[src/rtl/elev_pkg.sv]
// elev_pkg: shared FSM states, floor type, hall-call bit positions and the
// nearest-request helper used by the elevator scheduler.
package elev_pkg;
    localparam int NUM_FLOORS = 4;
    localparam int HALL_DN_F1 = 0;
    localparam int HALL_DN_F2 = 1;
    localparam int HALL_DN_F3 = 2;
    localparam int HALL_UP_F0 = 3;
    localparam int HALL_UP_F1 = 4;
    localparam int HALL_UP_F2 = 5;
    typedef logic [1:0] floor_t;
    typedef enum logic [1:0] {IDLE, MOVE, DOOR, CLOSE} state_t;
    // 1 when the closest requested floor lies above f; the lower floor wins a tie
    function automatic logic nearest_up(input logic [NUM_FLOORS-1:0] m, input floor_t f);
        logic found;
        logic up;
        found = 1'b0;
        up = 1'b0;
        for (int d = 1; d < NUM_FLOORS; d++) begin
            if (!found && int'(f) >= d && m[f - floor_t'(d)]) begin
                found = 1'b1;
            end else if (!found && int'(f) + d < NUM_FLOORS && m[f + floor_t'(d)]) begin
                found = 1'b1;
                up = 1'b1;
            end
        end
        return up;
    endfunction
endpackage

[src/rtl/elev_request_eval.sv]
// elev_request_eval: combinational summary of outstanding requests as seen
// from one floor and sweep direction.
module elev_request_eval
    import elev_pkg::*;
(
    input  logic [NUM_FLOORS-1:0] pend,
    input  logic [NUM_FLOORS-1:0] hall_up,
    input  logic [NUM_FLOORS-1:0] hall_dn,
    input  floor_t                at_floor,
    input  logic                  dir_up,
    output logic                  stop_here,
    output logic                  flip_here,
    output logic                  req_here,
    output logic                  req_above,
    output logic                  req_below
);
    logic [NUM_FLOORS-1:0] mask;
    logic [NUM_FLOORS-1:0] above_m;
    logic [NUM_FLOORS-1:0] below_m;
    logic opp;
    logic beyond;
    always_comb begin
        mask      = pend | hall_up | hall_dn;
        above_m   = 4'b1110 << at_floor;
        below_m   = (4'b0001 << at_floor) - 4'b0001;
        req_here  = mask[at_floor];
        req_above = |(mask & above_m);
        req_below = |(mask & below_m);
        beyond    = dir_up ? req_above : req_below;
        opp       = dir_up ? hall_dn[at_floor] : hall_up[at_floor];
        // an opposite hall call is only served once nothing lies further along the sweep
        flip_here = opp & ~beyond;
        stop_here = pend[at_floor] | (dir_up ? hall_up[at_floor] : hall_dn[at_floor]) | flip_here;
    end
endmodule

[src/rtl/elevator_scheduler.sv]
// elevator_scheduler: single-car, four-floor sweep scheduler (IDLE/MOVE/DOOR/CLOSE).
// Defining ELEV_DOOR_HOLD_EN adds a door_hold input that freezes the door timer.
module elevator_scheduler
    import elev_pkg::*;
#(
    parameter int TRAVEL_CYCLES = 8,
    parameter int DOOR_CYCLES   = 6
) (
    input  logic                  clk,
    input  logic                  rst,
    input  logic [5:0]            request_out_seq,
    input  logic [NUM_FLOORS-1:0] request_in,
`ifdef ELEV_DOOR_HOLD_EN
    input  logic                  door_hold,
`endif
    output floor_t                current_floor,
    output logic                  opnd,
    output logic                  dir_up,
    output logic                  moving,
    output logic [NUM_FLOORS-1:0] cabin_pending
);
    localparam int TW = $clog2(TRAVEL_CYCLES > DOOR_CYCLES ? TRAVEL_CYCLES : DOOR_CYCLES);
    localparam logic [TW-1:0] TRAVEL_LD = TW'(TRAVEL_CYCLES - 1);
    localparam logic [TW-1:0] DOOR_LD   = TW'(DOOR_CYCLES - 1);

    state_t state, state_n;
    floor_t floor_n, nxt_floor;
    logic dir_n, hold, restart, unused_eval;
    logic [TW-1:0] timer, timer_n;
    logic [NUM_FLOORS-1:0] pend, hall_up, hall_dn, cabin_n;
    logic cur_stop, cur_flip, cur_here, cur_above, cur_below;
    logic nxt_stop, nxt_flip, nxt_here, nxt_above, nxt_below;

`ifdef ELEV_DOOR_HOLD_EN
    assign hold = door_hold;
`else
    assign hold = 1'b0;
`endif
    assign pend    = cabin_pending | request_in;
    assign hall_up = {1'b0, request_out_seq[HALL_UP_F2], request_out_seq[HALL_UP_F1], request_out_seq[HALL_UP_F0]};
    assign hall_dn = {request_out_seq[HALL_DN_F3], request_out_seq[HALL_DN_F2], request_out_seq[HALL_DN_F1], 1'b0};
    assign nxt_floor = dir_up ? (current_floor == 2'd3 ? 2'd3 : current_floor + 2'd1)
                              : (current_floor == 2'd0 ? 2'd0 : current_floor - 2'd1);
    assign restart = request_in[current_floor] | (dir_up ? hall_up[current_floor] : hall_dn[current_floor]);
    assign unused_eval = cur_stop & nxt_here;

    // u_cur judges the floor the car is at, u_nxt the floor it is about to reach
    elev_request_eval u_cur (
        .pend(pend), .hall_up(hall_up), .hall_dn(hall_dn), .at_floor(current_floor), .dir_up(dir_up),
        .stop_here(cur_stop), .flip_here(cur_flip), .req_here(cur_here), .req_above(cur_above), .req_below(cur_below)
    );
    elev_request_eval u_nxt (
        .pend(pend), .hall_up(hall_up), .hall_dn(hall_dn), .at_floor(nxt_floor), .dir_up(dir_up),
        .stop_here(nxt_stop), .flip_here(nxt_flip), .req_here(nxt_here), .req_above(nxt_above), .req_below(nxt_below)
    );

    always_comb begin
        state_n = state;
        floor_n = current_floor;
        dir_n   = dir_up;
        timer_n = timer;
        case (state)
            IDLE: begin
                if (cur_here) begin
                    state_n = DOOR;
                    timer_n = DOOR_LD;
                    dir_n   = dir_up ^ cur_flip;
                end else if (cur_above | cur_below) begin
                    state_n = MOVE;
                    timer_n = TRAVEL_LD;
                    dir_n   = nearest_up(pend | hall_up | hall_dn, current_floor);
                end
            end
            MOVE: begin
                timer_n = (timer != '0) ? timer - TW'(1) : TRAVEL_LD;
                if (timer == '0) begin
                    floor_n = nxt_floor;
                    if (nxt_stop) begin
                        state_n = DOOR;
                        timer_n = DOOR_LD;
                        dir_n   = dir_up ^ nxt_flip;
                    end else if (!(dir_up ? nxt_above : nxt_below)) begin
                        state_n = (nxt_above | nxt_below) ? MOVE : IDLE;
                        dir_n   = dir_up ^ (nxt_above | nxt_below);
                    end
                end
            end
            DOOR: begin
                timer_n = restart ? DOOR_LD : (hold || timer == '0) ? timer : timer - TW'(1);
                state_n = (!restart && !hold && timer == '0) ? CLOSE : DOOR;
            end
            CLOSE: begin
                state_n = (cur_above | cur_below) ? MOVE : IDLE;
                timer_n = TRAVEL_LD;
                dir_n   = dir_up ^ (!(dir_up ? cur_above : cur_below) && (cur_above | cur_below));
            end
        endcase
        dir_n   = (floor_n == 2'd3) ? 1'b0 : (floor_n == 2'd0) ? 1'b1 : dir_n;
        cabin_n = (cabin_pending | request_in) & ~((state_n == DOOR) ? (4'b0001 << floor_n) : 4'b0000);
    end

    always_ff @(posedge clk or negedge rst) begin
        if (!rst) begin
            state         <= IDLE;
            current_floor <= '0;
            dir_up        <= 1'b1;
            opnd          <= 1'b0;
            moving        <= 1'b0;
            cabin_pending <= '0;
            timer         <= '0;
        end else begin
            state         <= state_n;
            current_floor <= floor_n;
            dir_up        <= dir_n;
            opnd          <= (state_n == DOOR);
            moving        <= (state_n == MOVE);
            cabin_pending <= cabin_n;
            timer         <= timer_n;
        end
    end
endmodule
[config.mk]
export PLATFORM = sky130hd
export DESIGN_NAME = elevator_scheduler
export DESIGN_NICKNAME = d
export VERILOG_FILES = /design/src/rtl/elev_pkg.sv /design/src/rtl/elev_request_eval.sv /design/src/rtl/elevator_scheduler.sv
export SDC_FILE = /design/constraint.sdc
export NUM_CORES = 1
export LEC_CHECK = 0
export CAP_MARGIN = 5
export CORE_UTILIZATION = 40
export DETAILED_ROUTE_END_ITERATION = 8
export PLACE_DENSITY = 0.69
export SYNTH_ARGS = -nofsm -noshare
export SYNTH_HDL_FRONTEND = slang
export SYNTH_SLANG_ARGS = --single-unit
[constraint.sdc]
create_clock -name clk -period 4.9 [get_ports clk]
set_input_delay 0.98 -clock clk [delete_from_list [all_inputs] [get_ports clk]]
set_output_delay 0.98 -clock clk [all_outputs]
set_load 0.005 [all_outputs]
==> qor.yml <==
routabilityCongestion: 0.9834
p_int_uw: 540.1
yosysSeqAreaShare: 0.1989
clk_pin_slew_ns: 0.07
ys.flop_type: "dfrtp_1"
antenna_cells: 0
wl_per_cell_um: 17.30
netlist_instances: 199
p_seq_frac: 0.230
numPortBuffers: 20
place_hpwl_um: 3545
synth_cell_type_count: 61
fin_setup_tns_ns: 0
pre_cts_ws_ns: 0.9980
p_sw_frac: 0.4864
postLayoutCoreUtil: 0.4874
maxCapViolations: 0
dieWidth_um: 68.48
synth_warnings: 0
drt_iter0_markers: 138
syn_to_final_growth_pct: 13.45
grt_max_degree: 26
syn_area_sq_mm: 0.001768
rsz0062_at_grt: "no"
cp.required_ns: 5.02
drtPass1Iterations: 4
ctsResizeCount: 0
combPwrFrac: 0.661
hold_path_class: "register to register"
cts_tree: "yes"
vias: 1647
cp-end-kind: "register"
ys_seq_elements: 14
drive_gt1_frac: 0.1751
cts.sink_count: 14
slowest_stage: "a211oi_1"
tightestPinTransition_ns: 0.7666
startpoint_type: "input pin"
finalHoldViolCount: 0
period_needed_ns: 3.728
hold-worst-slack_ns: 0.4924
p_per_area_mw_per_mm2: 524.3
postCtsHoldBufs: 0
synth_edf_count: 0
cts_max_level: 1
grt_usage: 0.2171
clk_latency_ns: 0.25
ant_nets: 0
rows: 23
initial_core_util: 0.4296
critPathMaxFanout: 8
routed_wl_um: 4619
dieArea_sq_mm: 0.004690
cpMostUsedCell: "and2_1"
avgViaCountPerCell: 6.169
path_cells: "clkdlybuf4s50_1, nor4_4, o21ai_0, a211oi_1, and2_1, o21ai_1, a22oi_2, and2_1, a21oi_1"
cts_made_buffers: 3
synthArstFlopShare: 1.000
postCtsSetupRepairBufs: 0
max_stage_delay_ns: 0.70
final_nets: 244
grt_pass1_wl_um: 7493
cts_root_buf: "clkbuf_8"
cts.path.max_buffers: 2
drc_errors: 0
coreArea_sq_mm: 0.004115
antenna_found_initial: 0
path_class: "input pin to register"
fin_crit_sh: 0.7608
dp_cells: 263
power.switching_uw: 511.5
skew_ns: 0.006245
status: "completed"
final_cells: 267
p_leak_nw: 0.7629
peakVddDrop_mv: 0.2488
worst_slack_ns: 1.172
finalSetupViolations: 0
pin_count: 21
slew_headroom: 0.4858
report.final.slew_viol_count: 0
arrival_ns: 3.85
grt-ovfl-total: 0
fmax_mhz: 268.3
syn-num-nets: 225
die_h_um: 68.48
pwr-share-clk: 0.110
grt_pass1_vias: 1472
syn_area_per_cell_sq_um: 8.884
-- area by class of cell --
cell class / instances / area [sq um]
Timing Repair Buffer: 20 / 200.2
Inverter: 13 / 48.80
Multi-Input combinational cell: 166 / 1287
Tap cell: 50 / 62.56
Clock buffer: 4 / 55.05
Fill cell: 408 / 2110
Sequential cell: 14 / 351.6
-- sequential cells by signal, indices dropped and copies added, names as in the netlist --
register	cells
opnd	1
cabin_pending	4
current_floor	2
state	2
timer	3
moving	1
dir_up	1
-- cell families (layout without fill, tap and decap cells) --
kind of cell / after synthesis / count (layout) / synth area share
adders and majority gates: 14 / 14 / 0.09908
xor gates and xnor gates: 2 / 2 / 0.009910
and+or+nand+nor: 80 / 80 / 0.2718
DFF: 14 / 14 / 0.1989
AOI/OAI and AO/OA: 59 / 59 / 0.2413
buffers and inverters: 19 / 37 / 0.07289
muxes: 11 / 11 / 0.1062
-- synthesized netlist by cell type (3+ instances only) --
cell,n,area share
a211oi_1,5,0.021
a21oi_1,10,0.028
a21oi_2,3,0.015
and2_1,4,0.014
and3_2,3,0.013
clkbuf_8,5,0.039
dfrtp_1,13,0.18
ha_1,14,0.099
inv_1,12,0.025
mux2i_1,3,0.017
mux4_2,6,0.076
nand2_1,14,0.030
nand3_1,5,0.014
nor2_1,16,0.034
nor2b_1,5,0.018
nor3_1,7,0.020
o211ai_1,3,0.013
o21ai_0,11,0.031
o221ai_1,3,0.015
-- routing by layer --
| layer | vias to the layer above | global-route usage | wire [um] |
|---|---|---|---|
| li1 | 793 | - | - |
| met1 | 782 | 0.3137 | 2190 |
| met2 | 68 | 0.3137 | 2004 |
| met3 | 4 | 0.04833 | 375 |
| met4 | 0 | 0.07292 | 48 |
| met5 | - | 0 | 0 |
-- final timing paths --
path | from | endpoint | slack [ns] | cells past startpoint
min reg2reg | timer[0]$_DFFE_PN0P_ | timer[0]$_DFFE_PN0P_ | 0.49 | 1
min in group asynchronous | rst | timer[2]$_DFFE_PN0P_ | 1.12 | 1
max in group asynchronous | rst | cabin_pending[0]$_DFF_PN0_ | 3.37 | 1
max | request_out_seq[1] | cabin_pending[3]$_DFF_PN0_ | 1.17 | 9
max reg2reg | current_floor[1]$_DFF_PN0_ | cabin_pending[3]$_DFF_PN0_ | 1.46 | 10
min | timer[0]$_DFFE_PN0P_ | timer[0]$_DFFE_PN0P_ | 0.49 | 1
-- per-stage QoR --
stage	total power [mW]	instance area, sq um
2_1_floorplan	0.7613	1768
3_3_place_gp	0.9241	1951
3_5_place_dp	0.9239	1951
4_1_cts	1.044	2006
5_1_grt	1.139	2006
6_report	1.052	2006
-- cell usage in the layout (no fill, tap or decap), types with 3 or more instances in the layout --
cell | synthesis | layout
a211oi_1 | 5 | 5
a21oi_1 | 10 | 10
a21oi_2 | 3 | 3
and2_1 | 4 | 4
and3_2 | 3 | 3
clkbuf_8 | 5 | 4
clkdlybuf4s50_1 | 0 | 20
dfrtp_1 | 13 | 13
ha_1 | 14 | 14
inv_1 | 12 | 12
mux2i_1 | 3 | 3
mux4_2 | 6 | 6
nand2_1 | 14 | 14
nand3_1 | 5 | 5
nor2_1 | 16 | 16
nor2b_1 | 5 | 5
nor3_1 | 7 | 7
o211ai_1 | 3 | 3
o21ai_0 | 11 | 11
o221ai_1 | 3 | 3
-- worst max-delay path, delay by kind of cell --
kind	cells	cell delay, ns
AO/OA/AOI/OAI	5	1.20
buffers and inverters	1	0.56
AND/OR/NAND/NOR	3	1.12
-- power groups by stage --
stage / Combinational [mW] / Clock, mW / Sequential, mW
finish: 0.695 / 0.116 / 0.241
global route: 0.766 / 0.122 / 0.250
CTS: 0.686 / 0.117 / 0.241
detailed placement: 0.682 / 0 / 0.242
global placement: 0.680 / 0 / 0.244
floorplan: 0.560 / 0 / 0.201
No activity file was read; power rests on OpenSTA's default activity.
